--- config.mk ---
export PLATFORM = sky130hd
export DESIGN_NAME = lbm_grid_scanner_flat
export DESIGN_NICKNAME = d
export VERILOG_FILES = /design/src/rtl/lbm_grid_scanner_pkg.sv /design/src/rtl/lbm_grid_scanner_if.sv /design/src/rtl/lbm_grid_scanner_coord_counter.sv /design/src/rtl/lbm_grid_scanner.sv /design/src/flat_wrapper.sv
export SDC_FILE = /design/constraint.sdc
export NUM_CORES = 1
export LEC_CHECK = 0
export CAP_MARGIN = 15
export CORE_MARGIN = 5
export CORE_UTILIZATION = 52
export DETAILED_ROUTE_END_ITERATION = 8
export HOLD_SLACK_MARGIN = 0.06
export MAX_ROUTING_LAYER = met4
export PLACE_DENSITY = 0.8
export SYNTH_ARGS = -nofsm -noshare
export SYNTH_HDL_FRONTEND = slang
export SYNTH_SLANG_ARGS = --single-unit
--- constraint.sdc ---
create_clock -name clk -period 4 [get_ports clk]
set_input_delay 0.4 -clock clk [delete_from_list [all_inputs] [get_ports clk]]
set_output_delay 0.4 -clock clk [all_outputs]
set_load 0.03 [all_outputs]
--- src/rtl/lbm_grid_scanner_pkg.sv ---
// lbm_grid_scanner_pkg: lattice constants and shared types for the grid scanner
package lbm_grid_scanner_pkg;
   localparam int GRID_NX = 16;
   localparam int GRID_NY = 16;
   localparam int GRID_XW = $clog2(GRID_NX * GRID_NY);
   localparam int GRID_YW = $clog2(GRID_NY);
   typedef enum logic [1:0] {IDLE, SCAN, DONE} scan_state_t;
   typedef struct packed {
      logic [GRID_XW-1:0] x;
      logic [GRID_YW-1:0] y;
   } cell_coord_t;
endpackage

--- src/rtl/lbm_grid_scanner_if.sv ---
// lbm_grid_scanner_if: valid/ready cell-coordinate stream from scanner to per-cell pipeline
interface lbm_grid_scanner_if import lbm_grid_scanner_pkg::*; #(
   parameter int NX  = GRID_NX,
   parameter int NY  = GRID_NY,
   parameter int X_W = $clog2(NX * NY),
   parameter int Y_W = $clog2(NY),
   parameter int A_W = $clog2(NX * NY)
);
   logic           out_valid;
   logic           out_ready;
   logic [X_W-1:0] x;
   logic [Y_W-1:0] y;
   logic [A_W-1:0] addr;
   logic           sof;
   logic           eof;
   modport master (output out_valid, x, y, addr, sof, eof, input out_ready);
   modport slave  (input out_valid, x, y, addr, sof, eof, output out_ready);
endinterface

--- src/rtl/lbm_grid_scanner_coord_counter.sv ---
// lbm_coord_counter: x-fastest lattice position counter with linear address and last-cell flag
module lbm_coord_counter import lbm_grid_scanner_pkg::*; #(
   parameter int NX  = GRID_NX,
   parameter int NY  = GRID_NY,
   parameter int X_W = $clog2(NX * NY),
   parameter int Y_W = $clog2(NY),
   parameter int A_W = $clog2(NX * NY)
)(
   input  logic           clk,
   input  logic           reset,
   input  logic           i_clr,
   input  logic           i_en,
   output logic [X_W-1:0] o_x,
   output logic [Y_W-1:0] o_y,
   output logic [A_W-1:0] o_addr,
   output logic           o_last
);
   logic [X_W-1:0] r_x;
   logic [Y_W-1:0] r_y;
   logic [A_W-1:0] r_addr;
   logic           w_xend;
   assign w_xend = r_x == X_W'(NX - 1);
   assign o_last = w_xend && r_y == Y_W'(NY - 1);
   assign o_x    = r_x;
   assign o_y    = r_y;
   assign o_addr = r_addr;
   // advance one cell per enable, wrapping to the origin after the last cell
   always_ff @(posedge clk) begin
      if (reset || i_clr || (i_en && o_last)) begin
         r_x    <= '0;
         r_y    <= '0;
         r_addr <= '0;
      end else if (i_en) begin
         r_x    <= w_xend ? '0 : r_x + X_W'(1);
         r_y    <= w_xend ? r_y + Y_W'(1) : r_y;
         r_addr <= r_addr + A_W'(1);
      end
   end
endmodule

--- src/rtl/lbm_grid_scanner.sv ---
// lbm_grid_scanner: sweeps the lattice for a latched number of passes over a valid/ready stream
module lbm_grid_scanner import lbm_grid_scanner_pkg::*; #(
   parameter int NX     = GRID_NX,
   parameter int NY     = GRID_NY,
   parameter int X_W    = $clog2(NX * NY),
   parameter int Y_W    = $clog2(NY),
   parameter int A_W    = $clog2(NX * NY),
   parameter int STEP_W = 16
)(
   input  logic              clk,
   input  logic              reset,
   input  logic              start,
   input  logic              abort,
   input  logic [STEP_W-1:0] steps,
   lbm_grid_scanner_if.master bus,
   output logic [STEP_W-1:0] pass_cnt,
   output logic              busy,
   output logic              done
);
   scan_state_t       r_state, w_next;
   logic [STEP_W-1:0] r_steps, r_pass;
   logic [X_W-1:0]    w_x;
   logic [Y_W-1:0]    w_y;
   logic [A_W-1:0]    w_addr;
   logic              w_valid, w_last, w_acc, w_wrap, w_final, w_clr, w_go;
   assign w_valid = r_state == SCAN;
   assign w_acc   = w_valid & bus.out_ready;
   assign w_wrap  = w_acc & w_last;
   assign w_final = w_wrap & (r_pass == r_steps - STEP_W'(1));
   assign w_go    = r_state == IDLE & start;
   assign w_clr   = abort | w_go;
   // the final beat of the run leaves the position frozen on the last cell
   lbm_coord_counter #(.NX(NX), .NY(NY), .X_W(X_W), .Y_W(Y_W), .A_W(A_W)) u_coord (
      .clk    (clk),
      .reset  (reset),
      .i_clr  (w_clr),
      .i_en   (w_acc & ~w_final),
      .o_x    (w_x),
      .o_y    (w_y),
      .o_addr (w_addr),
      .o_last (w_last)
   );
   assign bus.out_valid = w_valid;
   assign bus.x         = w_x;
   assign bus.y         = w_y;
   assign bus.addr      = w_addr;
   assign bus.sof       = w_valid & w_x == '0 & w_y == '0;
   assign bus.eof       = w_valid & w_last;
   assign pass_cnt      = r_pass;
   assign busy          = r_state != IDLE;
   assign done          = r_state == DONE;
   // next state: abort wins, a zero-step run goes straight to the done pulse
   always_comb begin
      w_next = r_state;
      case (r_state)
         IDLE:    w_next = start ? (steps == '0 ? DONE : SCAN) : IDLE;
         SCAN:    w_next = w_final ? DONE : SCAN;
         default: w_next = IDLE;
      endcase
      if (abort) w_next = IDLE;
   end
   // state register
   always_ff @(posedge clk) begin
      if (reset) r_state <= IDLE;
      else       r_state <= w_next;
   end
   // pass counter and step count latched on an accepted start
   always_ff @(posedge clk) begin
      if (reset) begin
         r_pass  <= '0;
         r_steps <= '0;
      end else begin
         if (w_clr)                  r_pass <= '0;
         else if (w_wrap & ~w_final) r_pass <= r_pass + STEP_W'(1);
         if (w_go & ~abort) r_steps <= steps;
      end
   end
endmodule

--- src/flat_wrapper.sv ---
// flat-port wrapper written by rule: the top's interface ports become plain ports
module lbm_grid_scanner_flat import lbm_grid_scanner_pkg::*;
#(
   parameter int NX     = GRID_NX,
   parameter int NY     = GRID_NY,
   parameter int X_W    = $clog2(NX * NY),
   parameter int Y_W    = $clog2(NY),
   parameter int A_W    = $clog2(NX * NY),
   parameter int STEP_W = 16
)
  (clk, reset, start, abort, steps, pass_cnt, busy, done, bus_out_valid, bus_x, bus_y, bus_addr, bus_sof, bus_eof, bus_out_ready);
  lbm_grid_scanner_if #(.NX(NX), .NY(NY), .X_W(X_W), .Y_W(Y_W), .A_W(A_W)) bus_i ();
  input  logic clk;
  input  logic reset;
  input  logic start;
  input  logic abort;
  input  logic [STEP_W-1:0] steps;
  output logic [STEP_W-1:0] pass_cnt;
  output logic busy;
  output logic done;
  output wire logic [$bits(bus_i.out_valid)-1:0] bus_out_valid;
  output wire logic [$bits(bus_i.x)-1:0] bus_x;
  output wire logic [$bits(bus_i.y)-1:0] bus_y;
  output wire logic [$bits(bus_i.addr)-1:0] bus_addr;
  output wire logic [$bits(bus_i.sof)-1:0] bus_sof;
  output wire logic [$bits(bus_i.eof)-1:0] bus_eof;
  input wire logic [$bits(bus_i.out_ready)-1:0] bus_out_ready;
  assign bus_out_valid = bus_i.out_valid;
  assign bus_x = bus_i.x;
  assign bus_y = bus_i.y;
  assign bus_addr = bus_i.addr;
  assign bus_sof = bus_i.sof;
  assign bus_eof = bus_i.eof;
  assign bus_i.out_ready = bus_out_ready;
  lbm_grid_scanner #(.NX(NX), .NY(NY), .X_W(X_W), .Y_W(Y_W), .A_W(A_W), .STEP_W(STEP_W)) u_core (.clk(clk), .reset(reset), .start(start), .abort(abort), .steps(steps), .bus(bus_i), .pass_cnt(pass_cnt), .busy(busy), .done(done));
endmodule
* Yosys cells after proc, flatten, opt, wreduce, memory -nomap -nowiden
Index checks and enable logic that the tools add are counted.
** Storage, ports and cells
- Input bits :: 21
- Word-level logic and storage cells :: 46
- Output and inout bits :: 41
- Register bits after elaboration :: 54
** Cells by class
- Equality and inequality tests :: 5
- Reduce and logical (&&, ||, !) cells :: 12
- Add/sub/neg operators :: 5
- Bitwise logic cells :: 13
- Muxes and demuxes :: 5
** Operator list (count)
- $add A16 B1 Y16 const B :: 1
- $add A8 B1 Y8 const B :: 2
- $eq A16 B16 Y1 :: 1
- $logic_not A16 Y1 :: 1
- $sub A16 B1 Y16 const B :: 1
- $and A1 B1 Y1 :: 10
- $eq A8 B4 Y1 const B :: 1
- $logic_not A8 Y1 :: 1
- $mux W8 :: 1
- $mux W2 :: 3
- $add A4 B1 Y4 const B :: 1
- $eq A4 B4 Y1 const B :: 1
- $logic_not A4 Y1 :: 1
- $pmux W2 S2 :: 1
- $reduce_or A2 Y1 :: 2
- $eq A2 B1 Y1 const B :: 1
- $eq A2 B2 Y1 const B :: 1
- $logic_and A1 B1 Y1 :: 2
- $logic_not A2 Y1 :: 1
- $logic_or A1 B1 Y1 :: 2
- $not A1 Y1 :: 2
- $reduce_and A2 Y1 :: 1
- $reduce_bool A2 Y1 :: 1
- $or A1 B1 Y1 :: 1

* Depth between registers and ports, before layout
- Depth in word-level cells :: 8
- Mapped depth :: 11

* By module
A second synthesis with hierarchy kept.
** Unflattened totals
- Cells, all modules :: 383
- Area total of the unflattened synthesis :: 3103.0 µm²
** Modules (own cells, without submodules)
- lbm_grid_scanner :: times used 1, cells each 281, area an instance 2179.6 µm², seq. area each 680.7 µm²
- lbm_coord_counter :: times used 1, cells each 102, area an instance 923.4 µm², seq. area each 400.4 µm²

* Worst setup path before layout
Ideal clock, no wire load.
- Kind :: register -> register
- Start :: reg u_core.r_pass[5], in the netlist u_core.pass_cnt[5]
- End :: reg u_core.r_pass[1], in the netlist u_core.pass_cnt[1]
- Path slack :: 994 ps
- Arrival :: 2884 ps
- Stages on the path, launching flop included :: 10
- Cells stage by stage :: dfxtp_1 or4b_2 or3_1 xnor2_1 a2111oi_0 nand3_2 o21ai_4 buf_6 mux2i_1 nor2_1
** Between the ends
- Longest elaborated chain between the ends :: 4
** RTL lines
- from (decl) :: line lbm_grid_scanner.sv:21 : logic [STEP_W-1:0] r_steps, r_pass;
- from (signal assigned) :: line lbm_grid_scanner.sv:74 : else if (w_wrap & ~w_final) r_pass <= r_pass + STEP_W'(1);
- $eq A16 B16 Y1 :: line lbm_grid_scanner.sv:29 : assign w_final = w_wrap & (r_pass == r_steps - STEP_W'(1));
- $and A1 B1 Y1 :: line lbm_grid_scanner.sv:29
- $not A1 Y1 :: line lbm_grid_scanner.sv:74
- $and A1 B1 Y1 :: line lbm_grid_scanner.sv:74
No other way between the ends.
A chain may end at the register's enable or synchronous reset.

* Final worst setup path
- Start :: reg u_core.r_steps[0]
- End :: reg u_core.u_coord.r_addr[1], in the netlist u_core.u_coord.o_addr[1]
** Between the ends
- Longest elaborated chain between the ends :: 7
** RTL lines
- from (decl) :: line lbm_grid_scanner.sv:21
- from (signal assigned) :: line lbm_grid_scanner.sv:75 : if (w_go & ~abort) r_steps <= steps;
- $sub A16 B1 Y16 (*) :: line lbm_grid_scanner.sv:29
- $eq A16 B16 Y1 (*) :: line lbm_grid_scanner.sv:29
- $and A1 B1 Y1 (*) :: line lbm_grid_scanner.sv:29
- $not A1 Y1 (*) :: line lbm_grid_scanner.sv:37 : .i_en (w_acc & ~w_final),
- $and A1 B1 Y1 (*) :: line lbm_grid_scanner.sv:37
- $logic_and A1 B1 Y1 :: line lbm_grid_scanner_coord_counter.sv:29 : if (reset || i_clr || (i_en && o_last)) begin
- $logic_or A1 B1 Y1 :: line lbm_grid_scanner_coord_counter.sv:29
- to (signal assigned) :: line lbm_grid_scanner_coord_counter.sv:36 : r_addr <= r_addr + A_W'(1);
- to (decl) :: line lbm_grid_scanner_coord_counter.sv:20 : logic [A_W-1:0] r_addr;
Mark *: on every way between the ends. The rest lies on a longest branch, timed or not.

==> run_results.csv <==
group,metric,value,unit
run_status,outcome,"finished, final reports clean",
worst_setup_path,r2r_cells,10,
power_and_ir_drop,ir_drop,0.188,mV
sta,worst-slew-pin-transition,852,ps
layout,layoutNonFillerInstCount,521,
layout,num-nets-final,473,
worst_setup_path,timing.rr.start,"u_core.r_steps[0]",
worst_setup_path,path_depth,10,
routing,drt-initial-drc-count,176,
clock_network,tritoncts_num_sinks,54,
layout,n_fill_cell,542,
sta,fmax,0.301,GHz
die,start_util,53.6,%
placement,place_worst_setup_slack,711,ps
layout,mostFrequentLayoutCell,"clkdlybuf4s50_1",
logic_synthesis,post_synthesis_mean_instance_area,8.12,um2
logic_synthesis,fraction_of_the_yosys_area_taken_by_sequential_cells,34.1,%
worst_setup_path,r2r_end,"u_core.u_coord.o_addr[1]",
worst_setup_path,crit_buf_inv,1,
sta,setup_total_negative_slack,0,ps
sta,maxSlewHeadroom,43.0,%
routing,viasPerCell,5.86,
hold_path,holdCritPathClass,"reg2reg",
clock_network,cts-root-buf,"clkbuf_8",
sta,setup_ws,672,ps
sta,holdWs,478,ps
die,core-area,0.00592,mm2
grt,grt_overflow,0,
clock_network,cts-resized-gates,0,
logic_synthesis,synth_area,0.00317,mm2
worst_setup_path,criticalPathCategory,"reg2reg",
die,rows,28,
worst_setup_path,worst-path-max-fanout,19,
worst_setup_path,critPathLaunchType,"flip-flop",
routing,detail_route.wl_per_cell,15.0,um
routing,route.vias.total,3053,
sta,timing.final.max_slew_violations,0,
layout,areaGrowthSynthToFinish,22.6,%
clock_network,clock_path_buffers,2,
layout,antenna_cells_inserted,0,
placement,hpwl,5890,um
grt,groute.usage.overall,21.6,%
layout,final_cell_mix,"clkdlybuf4s50_1, dfxtp_1, nand2_1, a21oi_1, nor2_1",
flow_run,max_cap_violations,0,
worst_setup_path,setup.worst_path.end,"u_core.u_coord.o_addr[1]",
clock_network,cts.hold.buffers_added,0,
layout,layout_cells_sized_above_1,8.07,%
sta,rsz_0062_raised_after_global_routing,"false",
grt,grt_max_degree,20,
grt,grt_pass1_vias,2773,
routing,detail_route.drc_violations,0,
worst_setup_path,worst_path_dominant_cell_family,"simple AND/OR/NAND/NOR gates",
sta,finalWorstPathRequiredPeriod,3330,ps
worst_setup_path,cp_common_cell,"mux2i_1",
logic_synthesis,syn-instance-count,391,
worst_setup_path,worst_path_max_delay_cell,"or4b_4",
die,top_level_ports,62,
routing,ant_nets,0,
clock_network,clkSlewWorstSetupHoldPaths,100,ps
placement,routabilityCongestion,0.898,
logic_synthesis,yosys_warnings,0,
worst_setup_path,timing.critical_path.arrival,3510,ps
layout,fin_util,65.7,%
power_and_ir_drop,total_leakage_power,1.29,nW
routing,finalWirelength,7800,um
worst_setup_path,end_kind,"flip-flop",
logic_synthesis,ys_ff_latch,54,
layout,multi_input_area,0.00193,mm2
worst_setup_path,required,4190,ps
die,fp.dieW,88.1,um
routing,drt_pre_antenna_iters,4,
grt,antenna_found_initial,0,
clock_network,h-tree-depth,2,
layout,layout.area.seq,0.00108,mm2
clock_network,worstSkewPairLatency,310,ps
clock_network,cts_buffers,5,
logic_synthesis,syn-num-nets,419,
logic_synthesis,netlist-cell-type-count,55,
worst_setup_path,ff2ff_setup_slack,670,ps
grt,grt_first_pass_wirelength,13000,um
die,dieHeight,88.1,um
placement,dp.cells,513,
power_and_ir_drop,power.density,263,mW/mm2
clock_network,clock_tree_from_tritoncts,"built",
worst_setup_path,critical_path.cell_chain,"inv_1 -> ha_1 -> or3b_2 -> nor3_1 -> mux2i_1 -> mux2i_1 -> or4b_4 -> o21ai_4 -> mux2i_1 -> nor2_1",
worst_setup_path,critical_path.max_stage_delay,580,ps
logic_synthesis,asyncSetResetFlopFracSynth,0,%
sta,setup_viol,0,
worst_setup_path,worst_setup_path_startpoint,"u_core.r_steps[0]",
placement,placement.io_buffers,61,
sta,layout_worst_path_cycle_share,83.2,%
logic_synthesis,synth_enable_flop_cells,0,
sta,clock-skew-final,8.43,ps
logic_synthesis,ys_dominant_reg_cell,"dfxtp_1",
die,die_outline_area,0.00776,mm2
sta,final-hold-violation-count,0,
clock_network,post-cts-setup-buffer-count,0,
[per-stage QoR]
step	cell area, um2	total power, mW
2_1_floorplan	3170	0.671
3_3_place_gp	3800	0.712
3_5_place_dp	3800	0.715
4_1_cts	3890	1.02
5_1_grt	3890	1.06
6_report	3890	1.02
[how the worst min path moves through the flow]
| stage | startpoint | endpoint | slack, ps | cells past startpoint |
|---|---|---|---|---|
| floorplan | u_core.r_state[1] | u_core.r_state[0] | 450 | 1 |
| global placement | u_core.r_steps[15] | u_core.r_steps[15] | 470 | 2 |
| detailed placement | u_core.r_steps[15] | u_core.r_steps[15] | 470 | 2 |
| CTS | u_core.r_steps[15] | u_core.r_steps[15] | 480 | 2 |
| global route | u_core.u_coord.o_addr[7] | u_core.u_coord.o_addr[7] | 510 | 2 |
| finish | u_core.r_steps[15] | u_core.r_steps[15] | 480 | 2 |
[where the power goes]
| group | internal [mW] | total, mW | leakage [nW] | switching (mW) |
|---|---|---|---|---|
| clock | 0.140 | 0.317 | 0.0482 | 0.177 |
| combinational | 0.0668 | 0.146 | 0.805 | 0.0790 |
| sequential | 0.545 | 0.559 | 0.437 | 0.0134 |
[state kept, by name, summed over array words and instances, names as in the netlist]
signal and flops:
u_core.u_coord.o_x 8, u_core.u_coord.o_y 4, u_core.r_state 2, u_core.pass_cnt 16, u_core.r_steps 16, u_core.u_coord.o_addr 8
[logic make-up after synthesis]
group	share of synthesized area (%)
buffers and inverters	5.24
AO/OA/AOI/OAI	17.0
AND/OR/NAND/NOR	30.3
flip-flops	34.1
XOR/XNOR	7.18
adder cells (fa/ha/maj)	2.76
multiplexers	3.47
[worst register-to-register path: stages (launching register included)]
cell	delay (ps)
dfxtp_1	360
inv_1	90
ha_1	230
or3b_2	520
nor3_1	410
mux2i_1	240
mux2i_1	110
or4b_4	580
o21ai_4	390
mux2i_1	240
nor2_1	60
[per-layer routing]
| metal | GRT usage (%) | vias to the layer above | part of all wire [%] |
|---|---|---|---|
| met5 | - | - | 0 |
| met1 | 26.9 | 1433 | 44 |
| li1 | - | 1526 | - |
| met3 | 4.05 | 8 | 6.7 |
| met2 | 36.2 | 86 | 48 |
| met4 | 5.49 | 0 | 1.0 |
[cell type report]
class                   instances  area share, %
multi-input cells             303           49.5
flip-flops and latches         54           27.8
repair buffers                 64           16.3
well taps                      75           2.41
clock buffers                   7           2.22
inverters                      17           1.64
clock inverters                 1          0.129
[cell usage after synthesis (4+ instances only)]
cell	count	share of area, %
xnor2_1	17	4.7
mux2i_1	11	3.5
or3_2	5	1.2
nand4_1	9	1.8
or4_1	4	0.95
and3_1	6	1.2
ha_1	7	2.8
or3_1	6	1.2
o21ai_0	17	2.7
dfxtp_1	54	34
o31ai_1	6	1.4
nand2_1	51	6.0
a31oi_1	4	0.79
nor3_1	10	1.6
nor4_1	11	2.2
a21oi_1	34	5.4
nand2b_1	6	1.2
nor2_1	22	2.6
or4_2	5	1.4
clkbuf_1	10	1.2
nand3_1	20	3.2
o211ai_1	4	0.95
xor2_1	9	2.5
inv_1	17	2.0
No activity file was read; power rests on OpenSTA's default activity.
